--- src/rtl/uart_program_loader.sv ---
// rtl/uart_program_loader.sv - UART-driven program loader that writes a framed program into CPU RAM
//
// Receives 8N1 bytes on uart_rx and turns a frame of the form
//   0xA5, LEN, DATA[0..LEN-1], CHK   (CHK = sum of DATA mod 256)
// into address/data bus cycles: for every data byte one MAR-load cycle with
// the address on the bus, then one RAM-write cycle with the data on the bus.
// The CPU clock is held halted while a frame is in progress.
//
// Ports:
//   clk        in   system clock
//   rst_n      in   asynchronous active-low reset
//   uart_rx    in   serial input, idle high, asynchronous to clk
//   load_en    in   programming-mode switch; low = loader ignores the line
//   bus_out    out  value driven toward the CPU bus
//   bus_drive  out  loader owns the bus this cycle
//   mar_load   out  MAR captures the bus this cycle
//   ram_write  out  RAM writes the bus at MAR this cycle
//   cpu_halt   out  halt request to the clock block
//   busy       out  frame in progress
//   frame_err  out  sticky: bad stop bit, bad length or abort
//   chk_err    out  sticky: checksum mismatch on the last frame

module uart_program_loader #(
    parameter int CLK_FREQ   = 27_000_000,
    parameter int BAUD       = 115_200,
    parameter int ADDR_WIDTH = 4,
    parameter int DATA_WIDTH = 8
) (
    input  logic                  clk,
    input  logic                  rst_n,
    input  logic                  uart_rx,
    input  logic                  load_en,
    output logic [DATA_WIDTH-1:0] bus_out,
    output logic                  bus_drive,
    output logic                  mar_load,
    output logic                  ram_write,
    output logic                  cpu_halt,
    output logic                  busy,
    output logic                  frame_err,
    output logic                  chk_err
);

    localparam int CLKS_PER_BIT = CLK_FREQ / BAUD;
    localparam int CNT_W        = $clog2(CLKS_PER_BIT);
    localparam int LEN_W        = ADDR_WIDTH + 1;

    localparam logic [CNT_W-1:0] CNT_LAST = CNT_W'(CLKS_PER_BIT - 1);
    localparam logic [CNT_W-1:0] CNT_HALF = CNT_W'(CLKS_PER_BIT / 2 - 1);
    localparam logic [8:0]       MAX_LEN  = 9'(2 ** ADDR_WIDTH);
    localparam logic [7:0]       SYNC     = 8'hA5;

    typedef enum logic [1:0] {RX_IDLE, RX_START, RX_BITS, RX_STOP} rx_state_t;
    typedef enum logic [2:0] {S_IDLE, S_LEN, S_RX_DATA, S_WR_ADDR, S_WR_DATA, S_CHECK} state_t;

    // ---------------------------------------------------------------- RX
    logic             rx_s1_q, rx_s2_q, rx_s3_q;
    rx_state_t        rx_state_q, rx_state_d;
    logic [CNT_W-1:0] cnt_q, cnt_d;
    logic [2:0]       bit_q, bit_d;
    logic [7:0]       shift_q, shift_d;
    logic             byte_valid_q, byte_valid_d;
    logic             stop_err_q, stop_err_d;

    always_comb begin
        rx_state_d   = rx_state_q;
        cnt_d        = cnt_q;
        bit_d        = bit_q;
        shift_d      = shift_q;
        byte_valid_d = 1'b0;
        stop_err_d   = 1'b0;
        case (rx_state_q)
            RX_IDLE: begin
                cnt_d = '0;
                // Edge rather than level, so a line still low after a bad
                // stop bit is not mistaken for a new start bit.
                if (rx_s3_q && !rx_s2_q) rx_state_d = RX_START;
            end
            RX_START: begin
                if (cnt_q == CNT_HALF) begin
                    cnt_d      = '0;
                    bit_d      = '0;
                    rx_state_d = rx_s2_q ? RX_IDLE : RX_BITS;
                end else begin
                    cnt_d = cnt_q + 1'b1;
                end
            end
            RX_BITS: begin
                if (cnt_q == CNT_LAST) begin
                    cnt_d   = '0;
                    shift_d = {rx_s2_q, shift_q[7:1]};
                    if (bit_q == 3'd7) rx_state_d = RX_STOP;
                    else               bit_d      = bit_q + 1'b1;
                end else begin
                    cnt_d = cnt_q + 1'b1;
                end
            end
            RX_STOP: begin
                if (cnt_q == CNT_LAST) begin
                    byte_valid_d = rx_s2_q;
                    stop_err_d   = !rx_s2_q;
                    rx_state_d   = RX_IDLE;
                end else begin
                    cnt_d = cnt_q + 1'b1;
                end
            end
            default: rx_state_d = RX_IDLE;
        endcase
    end

    // ---------------------------------------------------------------- frame FSM
    state_t                state_q, state_d;
    logic [LEN_W-1:0]      len_q, len_d;
    logic [LEN_W-1:0]      addr_q, addr_d;
    logic [DATA_WIDTH-1:0] data_q, data_d;
    logic [7:0]            sum_q, sum_d;
    logic [DATA_WIDTH-1:0] bus_out_q, bus_out_d;
    logic                  bus_drive_q, bus_drive_d;
    logic                  mar_load_q, mar_load_d;
    logic                  ram_write_q, ram_write_d;
    logic                  cpu_halt_q, cpu_halt_d;
    logic                  busy_q, busy_d;
    logic                  frame_err_q, frame_err_d;
    logic                  chk_err_q, chk_err_d;
    logic [LEN_W-1:0]      addr_inc;

    assign addr_inc = addr_q + 1'b1;

    always_comb begin
        state_d     = state_q;
        len_d       = len_q;
        addr_d      = addr_q;
        data_d      = data_q;
        sum_d       = sum_q;
        frame_err_d = frame_err_q;
        chk_err_d   = chk_err_q;

        if (state_q != S_IDLE && !load_en) begin
            frame_err_d = 1'b1;
            state_d     = S_IDLE;
        end else if (stop_err_q) begin
            frame_err_d = 1'b1;
            state_d     = S_IDLE;
        end else begin
            case (state_q)
                S_IDLE: begin
                    if (byte_valid_q && shift_q == SYNC && load_en) begin
                        frame_err_d = 1'b0;
                        chk_err_d   = 1'b0;
                        sum_d       = '0;
                        state_d     = S_LEN;
                    end
                end
                S_LEN: begin
                    if (byte_valid_q) begin
                        if (shift_q == 8'd0 || {1'b0, shift_q} > MAX_LEN) begin
                            frame_err_d = 1'b1;
                            state_d     = S_IDLE;
                        end else begin
                            len_d   = LEN_W'(shift_q);
                            addr_d  = '0;
                            state_d = S_RX_DATA;
                        end
                    end
                end
                S_RX_DATA: begin
                    if (byte_valid_q) begin
                        data_d  = DATA_WIDTH'(shift_q);
                        sum_d   = sum_q + shift_q;
                        state_d = S_WR_ADDR;
                    end
                end
                S_WR_ADDR: state_d = S_WR_DATA;
                S_WR_DATA: begin
                    addr_d  = addr_inc;
                    state_d = (addr_inc == len_q) ? S_CHECK : S_RX_DATA;
                end
                S_CHECK: begin
                    if (byte_valid_q) begin
                        if (shift_q != sum_q) chk_err_d = 1'b1;
                        state_d = S_IDLE;
                    end
                end
                default: state_d = S_IDLE;
            endcase
        end

        // Outputs are decoded from the next state so they are registered
        // and line up exactly with the state they belong to.
        mar_load_d  = (state_d == S_WR_ADDR);
        ram_write_d = (state_d == S_WR_DATA);
        bus_drive_d = mar_load_d || ram_write_d;
        cpu_halt_d  = (state_d != S_IDLE);
        busy_d      = (state_d != S_IDLE);
        if (mar_load_d)       bus_out_d = DATA_WIDTH'(addr_q[ADDR_WIDTH-1:0]);
        else if (ram_write_d) bus_out_d = data_q;
        else                  bus_out_d = '0;
    end

    always_ff @(posedge clk or negedge rst_n) begin
        if (!rst_n) begin
            rx_s1_q      <= 1'b1;
            rx_s2_q      <= 1'b1;
            rx_s3_q      <= 1'b1;
            rx_state_q   <= RX_IDLE;
            cnt_q        <= '0;
            bit_q        <= '0;
            shift_q      <= '0;
            byte_valid_q <= 1'b0;
            stop_err_q   <= 1'b0;
            state_q      <= S_IDLE;
            len_q        <= '0;
            addr_q       <= '0;
            data_q       <= '0;
            sum_q        <= '0;
            bus_out_q    <= '0;
            bus_drive_q  <= 1'b0;
            mar_load_q   <= 1'b0;
            ram_write_q  <= 1'b0;
            cpu_halt_q   <= 1'b0;
            busy_q       <= 1'b0;
            frame_err_q  <= 1'b0;
            chk_err_q    <= 1'b0;
        end else begin
            rx_s1_q      <= uart_rx;
            rx_s2_q      <= rx_s1_q;
            rx_s3_q      <= rx_s2_q;
            rx_state_q   <= rx_state_d;
            cnt_q        <= cnt_d;
            bit_q        <= bit_d;
            shift_q      <= shift_d;
            byte_valid_q <= byte_valid_d;
            stop_err_q   <= stop_err_d;
            state_q      <= state_d;
            len_q        <= len_d;
            addr_q       <= addr_d;
            data_q       <= data_d;
            sum_q        <= sum_d;
            bus_out_q    <= bus_out_d;
            bus_drive_q  <= bus_drive_d;
            mar_load_q   <= mar_load_d;
            ram_write_q  <= ram_write_d;
            cpu_halt_q   <= cpu_halt_d;
            busy_q       <= busy_d;
            frame_err_q  <= frame_err_d;
            chk_err_q    <= chk_err_d;
        end
    end

    assign bus_out   = bus_out_q;
    assign bus_drive = bus_drive_q;
    assign mar_load  = mar_load_q;
    assign ram_write = ram_write_q;
    assign cpu_halt  = cpu_halt_q;
    assign busy      = busy_q;
    assign frame_err = frame_err_q;
    assign chk_err   = chk_err_q;

endmodule

--- config.mk ---
export PLATFORM = sky130hd
export DESIGN_NAME = uart_program_loader
export DESIGN_NICKNAME = d
export VERILOG_FILES = /design/src/rtl/uart_program_loader.sv
export SDC_FILE = /design/constraint.sdc
export NUM_CORES = 1
export LEC_CHECK = 0
export ABC_AREA = 1
export BUFFER_PORTS_ARGS = -buffer_cell sky130_fd_sc_hd__buf_2
export CORE_ASPECT_RATIO = 0.8
export CORE_MARGIN = 5
export CORE_UTILIZATION = 55
export DETAILED_ROUTE_END_ITERATION = 10
export GPL_ROUTABILITY_DRIVEN = 0
export PLACE_DENSITY = 0.78
export SLEW_MARGIN = 10
export SYNTH_ARGS = -nofsm -noshare
export SYNTH_HDL_FRONTEND = slang
export SYNTH_SLANG_ARGS = --single-unit
--- constraint.sdc ---
create_clock -name clk -period 1.9 [get_ports clk]
set_input_delay 0.19 -clock clk [delete_from_list [all_inputs] [get_ports clk]]
set_output_delay 0.19 -clock clk [all_outputs]
set_load 0.01 [all_outputs]
=== Word level (Yosys, flattened, before mapping) ===
Cells that the tools add are included.
Widths: inputs -> output; s select.

* Add/sub/neg operators: 4
* Order comparisons: 1
* Equality and inequality tests: 32
* Muxes and demuxes: 45
* Bitwise operators: 3
* Reduce and logical (&&, ||, !) cells: 27

{| class="wikitable"
|+ Operator list
! kind !! count
|-
| $mux 8 || 7
|-
| $pmux 8 s4 || 1
|-
| $mux 3 || 10
|-
| $ne 2x2->1 const B || 13
|-
| $reduce_and 5->1 || 4
|-
| $pmux 3 s6 || 1
|-
| $eq 8x8->1 const B || 2
|-
| $pmux 8 s2 || 1
|-
| $mux 2 || 7
|-
| $eq 3x3->1 const B || 4
|-
| $ne 4x4->1 const B || 3
|-
| $reduce_and 4->1 || 3
|-
| $mux 1 || 11
|-
| $mux 5 || 2
|-
| $pmux 5 s2 || 1
|-
| $eq 3x2->1 const B || 3
|-
| $add 8x1->8 const B || 1
|-
| $add 8x8->8 || 1
|-
| $eq 8x7->1 const B || 1
|-
| $gt 8x5->1 const B || 1
|-
| $logic_not 8->1 || 1
|-
| $ne 8x8->1 || 1
|-
| $pmux 2 s4 || 1
|-
| $reduce_bool 2->1 || 4
|-
| other kinds (18) || 28
|}

* Flip-flop bits (word level): 69
* Bits of input ports: 4
* Output and inout port bits: 15
* Word-level logic and storage cells: 133

=== Depth between registers and ports, before layout ===
Gate-level depths: netlist (run 1).

* Depth in word-level cells: 10
* Mapped depth: 14
* Mapped depth without buffers: 14

=== Least setup slack after synthesis (run 1) ===
OpenSTA, ideal clock, no wires.

* Path type: reg-to-reg
* Start point: register shift_q[0]
* End point: register sum_q[6]
* Setup time: 76 ps
* Arrival time: 1718 ps
* Required time: 1824 ps
* Path slack: 106 ps
* Stages on the path, launching flop included: 10
* Path buffers: 0
* Clock period less this slack: 1794 ps
* Path through: dfrtp_1 -> ha_1 -> fa_1 -> a21oi_1 -> o21ai_0 -> and2_1 -> nor2_1 -> o21bai_1 -> xor2_1 -> o21ai_1

* Word-level cells in the longest chain between the ends: 5
* Elaborated cells on any way between the ends: 8
* Classes of those cells: add/sub: 1; eq/ne: 2; mux: 2; reduce/logical: 3

{| class="wikitable"
|+ Ends and longest elaborated chain
! item !! RTL line !! text
|-
| start, declared || 60 || <nowiki>logic [7:0] shift_q, shift_d;</nowiki>
|-
| start signal, assigned || 230 || <nowiki>shift_q <= shift_d;</nowiki>
|-
| parallel branches: the longest is 5 deep, another holds $add 8x8->8 || -- ||
|-
| end signal, assigned || 237 || <nowiki>sum_q <= sum_d;</nowiki>
|-
| end, declared || 115 || <nowiki>logic [7:0] sum_q, sum_d;</nowiki>
|}

Several ways; the timed one is not identified. The select of a mux whose other input is x is not followed.
A chain may end at the register's enable or synchronous reset.

=== Worst setup path after layout (run 1) ===
* Start point: register sum_q[0]
* End point: register sum_q[6]

* Word-level cells in the longest chain between the ends: 3

{| class="wikitable"
|+ Ends and longest elaborated chain
! item !! RTL line !! text
|-
| $add 8x8->8 || 168 || <nowiki>sum_d = sum_q + shift_q;</nowiki>
|-
| $mux 8 || 166 || <nowiki>if (byte_valid_q) begin</nowiki>
|-
| $pmux 8 s2 || 144 || <nowiki>case (state_q)</nowiki>
|}

No other way between the ends. The select of a mux whose other input is x is not followed.

==> key figures, run 1 <==
Critical path
  – Worst r2r src: sum_q[0]$_DFFE_PN0P_
  – CP Max Fanout: 2
  – Critical Path AT: between 2 and 2.5 ns
  – R2R Path End: sum_q[6]$_DFFE_PN0P_
  – Buf/Inv on CP: 0
  – Crit path kind: reg -> reg
  – Critical-path cell list: ha_2 > fa_2 > a21oi_2 > o21ai_1 > and2_1 > nor2_1 > o21bai_1 > xor2_1 > o21ai_1
  – Slowest CP cell: dfrtp_1
  – Worst endpoint required time: about 2.1 ns
  – Most used cell, CP: o21ai_1
  – CP delay by family, top: adder cells
  – CP endpoint kind: flip-flop
  – Slowest cell delay on critical path: ~0.40 ns
  – R2R depth: 9
  – Worst R2R Setup Slack: about 0.015 ns
  – Cell count along the critical path: 9
  – CP Launch Type: flip-flop

Routing
  – Vias: ~2800
  – DR vias/cell: 5.27
  – Wire per inst: 13.7 um
  – Total wire length: 7310 um
  – Initial drt markers: 193
  – Detail Route Antenna Nets: 0
  – Pre-antenna DRT Iters: 5
  – DRC: 0

Power
  – Pwr dens: between 800 and 900 mW/mm^2
  – Max IR drop VDD: between 500 and 600 uV
  – Leakage Power: between 2 and 2.5 nW
  – P_sw: about 0.93 mW
  – Internal power: ~2.5 mW
  – Total Power: ~3.4 mW
  – Clk pwr share: between 30 and 40%
  – Switching Fraction: between 20% and 30%
  – Sequential fraction of design power: a little under half
  – Gate power share: 14.5%

Yosys
  – Dominant cell type by area after synthesis: dfrtp_1
  – Sequential area share after synthesis: ~50%
  – Avg Inst Size Synth: approximately 8.4 um^2
  – Cell Area, Synth: between 0.003 and 0.004 mm^2
  – Ys Warns: 0
  – Synth top area share: a little under half
  – Synthesized flop and latch total: 69
  – Top FF cell, synth: dfrtp_1
  – Asr flop ratio synth: 100%
  – Syn Nets: ~430
  – Synthesized instance count: 410
  – Number of synthesized flops with an enable pin: 0
  – Area contributors post-synth: dfrtp_1 (48%), nand2_1 (11%), inv_1 (6.6%)
  – Synth cell types: just over 40

Timing
  – Crit share post-route: ~99%
  – Setup Viol. Count Final: 0
  – Slew @ Worst Pin: about 0.40 ns
  – Rel. slew slack: approximately three quarters
  – Fin Hold WS: ~0.31 ns
  – Setup Skew: 0.00709 ns
  – Final hold vios: 0
  – Fin. max-slew vios: 0
  – Worst setup margin: roughly 0.015 ns
  – Fin crit period: about 1.9 ns
  – Fmax: approximately 530 MHz
  – RSZ-0062 raised after global routing: true
  – Setup TNS: 0 ns

Global routing
  – Vias in the first global route: approximately 2600
  – Initial antenna violation count: 0
  – Total global-route track usage: between 15 and 20%
  – First-pass GRT wire length: around 12000 um
  – Largest net degree at the start of global routing: 70
  – Grt ovf: 0

CTS
  – Clock slew at reported path FFs: ~0.07 ns
  – Clk_lat worst skew: ~0.35 ns
  – Root buffer cell: clkbuf_8
  – CTS tree: built
  – CTS buffer count: 9
  – Clock buffer depth: 2
  – CTS Sinks: 69
  – Max H-tree Level: 3

Placement
  – Final HPWL DP: roughly 5000 um
  – Cells after DPL: 512
  – I/O Buffers: 18
  – Pre-CTS WS: -0.0542 ns

Layout
  – Diodes inserted: 0
  – Layout cells sized above 1: between 10% and 20%
  – Layout Nets: between 400 and 500
  – Synth-to-Final Area Change: 16.2%
  – Post-Layout Cell Count: roughly 540

Floorplanning
  – Core area: between 0.006 and 0.007 mm^2
  – Row cnt: 25
  – Die span in y: just over 80 um
  – Die ar.: ~0.008 mm^2
  – Initial Utilization: 57.6%
  – Ports: 19
  – Chip width: about 99 um

Hold path
  – Hold Crit Depth: 6
  – Worst Hold Launch: load_en
  – Worst hold path class: in -> reg
  – Worst Hold End: frame_err$_DFFE_PN0P_

Status
  – Status: completed

Job
  – Max Cap Viol: 0
[area by class of cell]
class                           instances  area, um^2
Clock buffer                           10         138
Clock inverter                          6        86.3
Fill cell                             511        1990
Inverter                               65         244
Multi-Input combinational cell        271        1500
Sequential cell                        69        1730
Tap cell                               81         101
Timing Repair Buffer                   33         220
[what timing repair did]
action	4_1_cts	5_1_grt
pin swaps	0	5
setup buffers	1	4
hold endpoints to repair	67	0
gates resized for setup	1	17
gates cloned	0	0
endpoints found under the setup margin	1	16
hold buffers	2	0
[Yosys cell counts (all sizes together) (5+ instances only)]
library cell	n
nor2	35
dfrtp	66
nand2	107
nand4	8
o21ai	35
a21oi	10
inv	65
nor3	8
buf	5
nand3	28
ha	13
[state kept, by name, summed over array words and instances, names as in the netlist, 3 cells and up, named ones only]
signal / count
sum_q: 8
cnt_q: 8
bit_q: 3
addr_q: 5
data_q: 8
state_q: 3
shift_q: 8
bus_out: 8
len_q: 5
[placed cells by master, fill, tap and decap left out, types with 2 or more instances in the layout]
cell type,instances
nand2_1,102
dfrtp_1,65
inv_1,58
nor2_1,30
o21ai_0,28
nand3_1,24
buf_2,18
buf_4,12
ha_1,11
clkbuf_8,10
nand4_1,8
inv_2,7
o21ai_1,7
a21oi_1,7
nor3_1,5
nand2_2,4
nand3_2,4
nor2_2,3
nor3_2,3
a21oi_2,3
o31ai_1,3
xor2_1,3
dfstp_2,3
nor2_4,2
o211ai_1,2
or2_2,2
a22o_1,2
bufinv_16,2
clkinv_2,2
dlygate4sd3_1,2
[cells by family after synthesis]
kind of cell	synth area share (%)
adder cells (fa/ha/maj)	5.28
flip-flops	50.1
AO/OA/AOI/OAI	10.6
XOR/XNOR	1.01
AND/OR/NAND/NOR	24.7
multiplexers	0.326
buffers and inverters	8.03
[stage by stage]
stage          utilization (%)  instance area, um^2
3_3_place_gp              61.4                 3690
5_1_grt                   66.9                 4020
2_1_floorplan                -                 3460
6_report                  66.9                 4020
4_1_cts                   65.6                 3940
3_5_place_dp              61.4                 3690
[power groups by stage]
| stage | sequential [mW] | clock, mW | combinational [mW] |
|---|---|---|---|
| 2_1_floorplan | 1.62 | 0 | 0.327 |
| 3_3_place_gp | 1.64 | 0 | 0.463 |
| 3_5_place_dp | 1.64 | 0 | 0.492 |
| 4_1_cts | 1.61 | 1.35 | 0.495 |
| 5_1_grt | 1.62 | 1.43 | 0.578 |
| 6_report | 1.61 | 1.33 | 0.496 |
[routing by layer]
| layer | global-route usage [%] | share of wire (%) | vias up |
|---|---|---|---|
| met1 | 27.9 | 47 | 1306 |
| li1 | - | - | 1402 |
| met2 | 29.8 | 45 | 97 |
| met3 | 5.75 | 6.1 | 15 |
| met5 | 0 | 0 | - |
| met4 | 6.68 | 1.7 | 0 |
[worst min-delay path, cell delays in order]
cell and delay, ns:
buf_2 0.11, nand2_1 0.05, nor3_1 0.05, nand3_1 0.10
nand2_1 0.06, o211ai_1 0.07
[how the worst max path moves through the flow]
stage	start	to	slack [ns]
finish	sum_q[0]$_DFFE_PN0P_	sum_q[6]$_DFFE_PN0P_	0.01
global route	addr_q[1]$_DFFE_PN0P_	bus_out[6]$_DFF_PN0_	-0.17
CTS	shift_q[0]$_DFFE_PN0P_	sum_q[6]$_DFFE_PN0P_	0.02
detailed placement	shift_q[0]$_DFFE_PN0P_	sum_q[6]$_DFFE_PN0P_	-0.05
global placement	shift_q[0]$_DFFE_PN0P_	sum_q[6]$_DFFE_PN0P_	0.03
floorplan	shift_q[0]$_DFFE_PN0P_	sum_q[6]$_DFFE_PN0P_	0.11
(Power assumes the default switching activity.)
==> run 2, diff against run 1 <==
CORE_ASPECT_RATIO = 0.5   (was 0.8)
CORE_UTILIZATION = 61   (was 55)
PLACE_DENSITY = 0.82   (was 0.78)
clock period = 1.85 ns   (was 1.9 ns; I/O delays follow)
==> key figures, run 2 (synthesis results as in run 1) <==
Timing
  – RSZ-0062 raised after global routing: true
  – Crit share post-route: 103% (+4.1 points)
  – Fmax: 523 MHz (-1.4%)
  – Slew @ Worst Pin: 0.428 ns (+0.0312 ns)
  – Setup Viol. Count Final: 3 (+3)
  – Fin Hold WS: 0.349 ns (+0.0350 ns)
  – Final hold vios: 0 (unchanged)
  – Rel. slew slack: 71.1% (-2.3 points)
  – Worst setup margin: -0.0625 ns (-0.0771 ns)
  – Fin crit period: 1.91 ns (+0.0271 ns)
  – Fin. max-slew vios: 0 (unchanged)
  – Setup Skew: 0.00476 ns (-0.00233 ns)

Global routing
  – Total global-route track usage: 22.4% (+2.5 points)
  – Grt ovf: 0 (unchanged)
  – First-pass GRT wire length: 12800 um (+3.2%)
  – Vias in the first global route: 2798 (+7.2%)
  – Largest net degree at the start of global routing: 70 (unchanged)
  – Initial antenna violation count: 0 (unchanged)

Power
  – Gate power share: 13.1% (-1.4 points)
  – P_sw: 1.03 mW (+10%)
  – Internal power: 3.00 mW (+20%)
  – Pwr dens: 958 mW/mm^2 (+12%)
  – Switching Fraction: 25.6% (-1.6 points)
  – Clk pwr share: 45.8% (+7.1 points)
  – Total Power: 4.03 mW (+17%)
  – Max IR drop VDD: 851 uV (+51%)
  – Sequential fraction of design power: 41.1% (-5.8 points)
  – Leakage Power: 2.16 nW (+3.0%)

CTS
  – Max H-tree Level: 3 (unchanged)
  – Clock buffer depth: 2 (unchanged)
  – Clk_lat worst skew: 0.33 ns (-0.02 ns)
  – CTS Sinks: 69 (unchanged)
  – Root buffer cell: clkbuf_16
  – CTS buffer count: 9 (unchanged)
  – CTS tree: built
  – Clock slew at reported path FFs: 0.06 ns (about the same)

Critical path
  – Worst R2R Setup Slack: -0.06 ns (-0.08 ns)
  – R2R Path End: sum_q[6]$_DFFE_PN0P_
  – R2R depth: 9 (unchanged)
  – Worst r2r src: shift_q[0]$_DFFE_PN0P_
  – Worst endpoint required time: 2.11 ns (-0.03 ns)
  – CP endpoint kind: flip-flop
  – Crit path kind: reg -> reg
  – CP Max Fanout: 2 (unchanged)
  – CP Launch Type: flip-flop
  – Critical Path AT: 2.17 ns (+0.05 ns)

Layout
  – Diodes inserted: 0 (unchanged)
  – Layout Nets: 471 (+0.86%)
  – Most common cell after layout, fill and taps aside: nand2_1
  – Synth-to-Final Area Change: 21.6%
  – Final instance area: 0.00420 mm^2 (+4.6%)
  – Layout cells sized above 1: 21.2% (+2.2 points)
  – Most frequent cells in the layout: nand2_1 (101), dfrtp_1 (65), inv_1 (60)

Hold path
  – Hold Crit Depth: 6 (unchanged)
  – Worst Hold Launch: load_en
  – Worst Hold End: frame_err$_DFFE_PN0P_
  – Worst hold path class: in -> reg

Routing
  – Detail Route Antenna Nets: 0 (unchanged)
  – Initial drt markers: 260 (+35%)
  – DR vias/cell: 5.37 (+1.9%)
  – Pre-antenna DRT Iters: 5 (unchanged)
  – Total wire length: 7560 um (+3.3%)
  – Wire per inst: 14.2 um (+4.1%)
  – DRC: 0 (unchanged)
  – Vias: 2852 (+1.1%)

Placement
  – Area after DPL: 0.00370 mm^2 (+0.34%)
  – I/O Buffers: 18 (unchanged)
  – Final HPWL DP: 5000 um (-1.8%)

Status
  – Failing checks: negative setup slack
  – Status: complete, but fails checks

Floorplanning
  – Row cnt: 19 (-24%)
  – Initial Utilization: 63.0% (+5.4 points)
  – Ports: 19 (unchanged)
  – Chip width: 116 um (+18%)
  – Die span in y: 63.2 um (-22%)
  – Core area: 0.00549 mm^2 (-8.6%)
  – Die ar.: 0.00736 mm^2 (-7.7%)

Job
  – Max Cap Viol: 0 (unchanged)
==> run 2: critical path: stages, from the launching register on <==
cell	delay, ns
dfrtp_1	0.42
ha_4	0.19
fa_2	0.40
a21oi_2	0.16
o21ai_2	0.08
and2_4	0.15
nor2_2	0.07
o21bai_1	0.07
xor2_1	0.15
o21ai_1	0.14
==> run 2: cell type report <==
| cell class | count | area [um^2] |
|---|---|---|
| flip-flops and latches | 69 | 1730 |
| multi-input cells | 271 | 1550 |
| fillers | 369 | 1290 |
| repair buffers | 37 | 254 |
| inverters | 65 | 246 |
| clock buffers | 10 | 239 |
| well taps | 73 | 91.3 |
| clock inverters | 6 | 86.3 |
==> run 2: stage by stage <==
stage          std cells  setup WS [ns]  util [%]   TNS, ns
6_report             531        -0.0625      76.5   -0.0697
5_1_grt              531         -0.132      76.5     -1.43
4_1_cts              526        0.00166      73.9         0
3_5_place_dp         507        -0.0817      67.4   -0.0817
3_3_place_gp         507       -0.00495      67.4  -0.00495
2_1_floorplan        410         0.0556         -         0
==> run 2: worst max-delay path by stage <==
stage	startpoint	endpoint	cells after the start
6_report	shift_q[0]$_DFFE_PN0P_	sum_q[6]$_DFFE_PN0P_	9
5_1_grt	addr_q[1]$_DFFE_PN0P_	bus_out[4]$_DFF_PN0_	13
4_1_cts	addr_q[1]$_DFFE_PN0P_	bus_out[5]$_DFF_PN0_	13
3_5_place_dp	shift_q[0]$_DFFE_PN0P_	sum_q[6]$_DFFE_PN0P_	9
3_3_place_gp	shift_q[0]$_DFFE_PN0P_	sum_q[6]$_DFFE_PN0P_	9
2_1_floorplan	shift_q[0]$_DFFE_PN0P_	sum_q[6]$_DFFE_PN0P_	9
==> run 2: per-layer routing <==
metal	vias to the layer above	wire [um]	global-route usage [%]
met4	0	167	8.25
met3	20	414	8.22
met5	-	0	0
li1	1408	-	-
met1	1339	3330	27.5
met2	85	3640	36.1
==> run 2: timing repair <==
| item | 4_1_cts | 5_1_grt |
|---|---|---|
| gates resized for setup | 3 | 25 |
| hold buffers | 2 | 0 |
| endpoints found under the hold margin | 67 | 0 |
| cloned | 0 | 0 |
| setup buffers | 1 | 5 |
| endpoints found under the setup margin | 2 | 16 |
| pin swaps | 2 | 9 |
==> run 2: power groups by stage <==
stage	clock network, mW	logic, mW	registers [mW]
floorplan	0	0.336	1.67
global placement	0	0.467	1.67
detailed placement	0	0.510	1.68
CTS	1.87	0.520	1.65
global route	1.96	0.612	1.66
finish	1.84	0.526	1.66
==> run 3, diff against run 2 <==
ABC_AREA = 0   (was 1)
==> key figures, run 3 <==
Yosys
  – Synth cell types: 60 (+46%)
  – Number of synthesized flops with an enable pin: 0 (unchanged)
  – Most common cell in the netlist: dfrtp_1
  – Post-synth top cells: dfrtp_1 (66), nor2_1 (24), mux2_2 (20)
  – Synthesized flop and latch total: 69 (unchanged)
  – Cell Area, Synth: 0.00349 mm^2 (+0.98%)
  – Ys Warns: 0 (unchanged)
  – Synth top area share: 47.3% (-0.46 points)
  – Top FF cell, synth: dfrtp_1
  – Area contributors post-synth: dfrtp_1 (47%), mux2_2 (6.5%), ha_1 (4.7%)
  – Dominant cell type by area after synthesis: dfrtp_1
  – Avg Inst Size Synth: 11.3 um^2 (+34%)
  – Asr flop ratio synth: 100% (unchanged)
  – Sequential area share after synthesis: 49.6% (-0.48 points)
  – Syn Nets: 327 (-24%)
  – Synthesized instance count: 309 (-25%)

Critical path
  – Worst endpoint required time: 2.08 ns (-0.03 ns)
  – Worst r2r src: cnt_q[0]$_DFFE_PN0P_
  – Crit path from: cnt_q[0]$_DFFE_PN0P_
  – Critical Path AT: 2.49 ns (+0.32 ns)
  – Crit path kind: reg -> reg
  – CP Launch Type: flip-flop
  – CP Max Fanout: 3 (+1)
  – CP endpoint kind: flip-flop

Job
  – Max Cap Viol: 0 (unchanged)

Floorplanning
  – Die ar.: 0.00743 mm^2 (+0.86%)
  – Ports: 19 (unchanged)
  – Row cnt: 19 (unchanged)
  – Initial Utilization: 63.3% (+0.34 points)
  – Chip width: 117 um (+0.45%)
  – Core area: 0.00552 mm^2 (+0.43%)
  – Die span in y: 63.5 um (+0.41%)

CTS
  – Clock slew at reported path FFs: 0.06 ns (about the same)
  – CTS tree: built
  – Clk_lat worst skew: 0.35 ns (+0.02 ns)
  – Clock buffer depth: 2 (unchanged)
  – CTS Sinks: 69 (unchanged)
  – Root buffer cell: clkbuf_16
  – CTS buffer count: 9 (unchanged)
  – Max H-tree Level: 3 (unchanged)

Timing
  – RSZ-0062 raised after global routing: true
  – Worst setup margin: -0.408 ns (-0.345 ns)
  – Slew @ Worst Pin: 0.491 ns (+0.0626 ns)
  – Final hold vios: 0 (unchanged)
  – Fmax: 443 MHz (-15%)
  – Setup Skew: 0.00977 ns (+0.00501 ns)
  – Fin crit period: 2.26 ns (+0.345 ns)
  – Crit share post-route: 122% (+19 points)
  – Setup Viol. Count Final: 49 (+46)
  – Fin. max-slew vios: 0 (unchanged)
  – Setup TNS: -9.13 ns (-9.06 ns)
  – Rel. slew slack: 66.9% (-4.2 points)

Global routing
  – Initial antenna violation count: 0 (unchanged)
  – Grt ovf: 0 (unchanged)
  – Vias in the first global route: 3195 (+14%)
  – Total global-route track usage: 29.6% (+7.2 points)
  – First-pass GRT wire length: 16600 um (+29%)
  – Largest net degree at the start of global routing: 56 (-20%)

Power
  – Clk pwr share: 39.2% (-6.6 points)
  – Switching Fraction: 30.2% (+4.6 points)
  – Gate power share: 22.9% (+9.8 points)
  – Pwr dens: 941 mW/mm^2 (-1.8%)
  – P_sw: 1.43 mW (+39%)
  – Internal power: 3.31 mW (+11%)
  – Total Power: 4.75 mW (+18%)
  – Sequential fraction of design power: 37.9% (-3.2 points)
  – Leakage Power: 2.39 nW (+11%)
  – Max IR drop VDD: 1130 uV (+32%)

Hold path
  – Worst Hold Launch: load_en
  – Worst hold path class: in -> reg

Layout
  – Multi-input gate area: 0.00205 mm^2 (+32%)
  – Most frequent cells in the layout: buf_4 (70), dfrtp_1 (57), mux2_4 (23)
  – Post-Layout Cell Count: 491 (-7.5%)
  – Synth-to-Final Area Change: 44.6%
  – Layout Nets: 431 (-8.5%)
  – Layout cells sized above 1: 50.0% (+29 points)
  – Most common cell after layout, fill and taps aside: buf_4
  – Storage element area: 0.00174 mm^2 (+0.58%)
  – Diodes inserted: 0 (unchanged)
  – Fillers: 177 (-52%)
  – Core Util, Final: 91.5% (+15 points)

Routing
  – Vias: 3319 (+16%)
  – Initial drt markers: 514 (+98%)
  – DR vias/cell: 6.76 (+26%)
  – Total wire length: 12700 um (+68%)
  – Wire per inst: 25.9 um (+82%)
  – Pre-antenna DRT Iters: 5 (unchanged)
  – DRC: 0 (unchanged)
  – Detail Route Antenna Nets: 0 (unchanged)

Status
  – Status: complete, but fails checks
  – Failing checks: negative setup slack

Placement
  – I/O Buffers: 18 (unchanged)
  – Final HPWL DP: 5980 um (+20%)
  – Cells after DPL: 462 (-8.9%)
  – Pre-CTS WS: -0.289 ns (-0.207 ns)
## run 3: logic make-up (layout without fill, tap and decap cells)
kind of cell    Yosys count  count (layout)  share of synthesized area (%)
compound gates           65              65                           12.9
xor+xnor                 18              18                           4.52
fa+ha+maj                14              14                           5.23
buf+inv                  18             127                           2.47
flops                    69              69                           49.6
mux                      25              25                           8.32
simple gates            100             100                           17.0
## run 3: timing repair
| action | in CTS | in global routing |
|---|---|---|
| hold endpoints to repair | 12 | 0 |
| hold buffers | 2 | 0 |
| setup endpoints to repair | 50 | 59 |
| buffers inserted | 6 | 5 |
| resized for setup | 34 | 60 |
| pin swaps | 7 | 15 |
## run 3: layout make-up
cell class                 count  area share (%)
multi-input combinational    222            40.6
clock inverter                 4            1.46
inverter                       7           0.570
tap                           73            1.81
sequential                    69            34.5
clock buffer                  12            4.69
timing repair buffer         104            16.3
## run 3: worst paths after layout
| kind | to | slack (ns) | cells past startpoint |
|---|---|---|---|
| hold / removal | addr_q[0]$_DFFE_PN0P_ | 0.30 | 3 |
| setup / recovery | flip-flop | -0.41 | 11 |
| hold reg to reg | rx_s2_q$_DFF_PN1_ | 0.36 | 0 |
| max in group asynchronous | state_q[0]$_DFF_PN0_ | 0.89 | 3 |
| min in group asynchronous | async pin | 0.32 | 2 |
| setup reg to reg | flip-flop | -0.41 | 11 |
## run 3: layer usage
layer | up-vias | share of wire (%) | global-route usage [%]
met5 | - | 0 | 0
met4 | 0 | 6.6 | 14.6
met3 | 92 | 8.9 | 10.1
met2 | 260 | 48 | 48.5
met1 | 1636 | 37 | 34.6
li1 | 1331 | - | -
## run 3: critical path, cell delays in order (launching register included)
cell and delay (ns):
dfrtp_1 0.42, buf_6 0.15, inv_4 0.05, ha_4 0.11, nand4_1 0.11, nor4b_2 0.29
buf_4 0.19, buf_4 0.11, o21ai_0 0.17, nor2_1 0.21, nor2_1 0.08, nor2_1 0.25
## run 3: power groups by stage
| stage | sequential (mW) | clock (mW) | combinational [mW] |
|---|---|---|---|
| final | 1.80 | 1.86 | 1.09 |
| after global routing | 1.81 | 1.94 | 1.16 |
| after CTS | 1.76 | 1.83 | 0.906 |
| after detailed placement | 1.77 | 0 | 0.793 |
| after global placement | 1.76 | 0 | 0.735 |
| after floorplan | 1.78 | 0 | 0.404 |
## run 3: stage by stage
| step | instance area, um^2 | hold slack [ns] |
|---|---|---|
| floorplan | 3570 | -0.111 |
| global placement | 4270 | 0.120 |
| detailed placement | 4270 | 0.122 |
| CTS | 4770 | 0.254 |
| global route | 5050 | 0.328 |
| finish | 5050 | 0.298 |
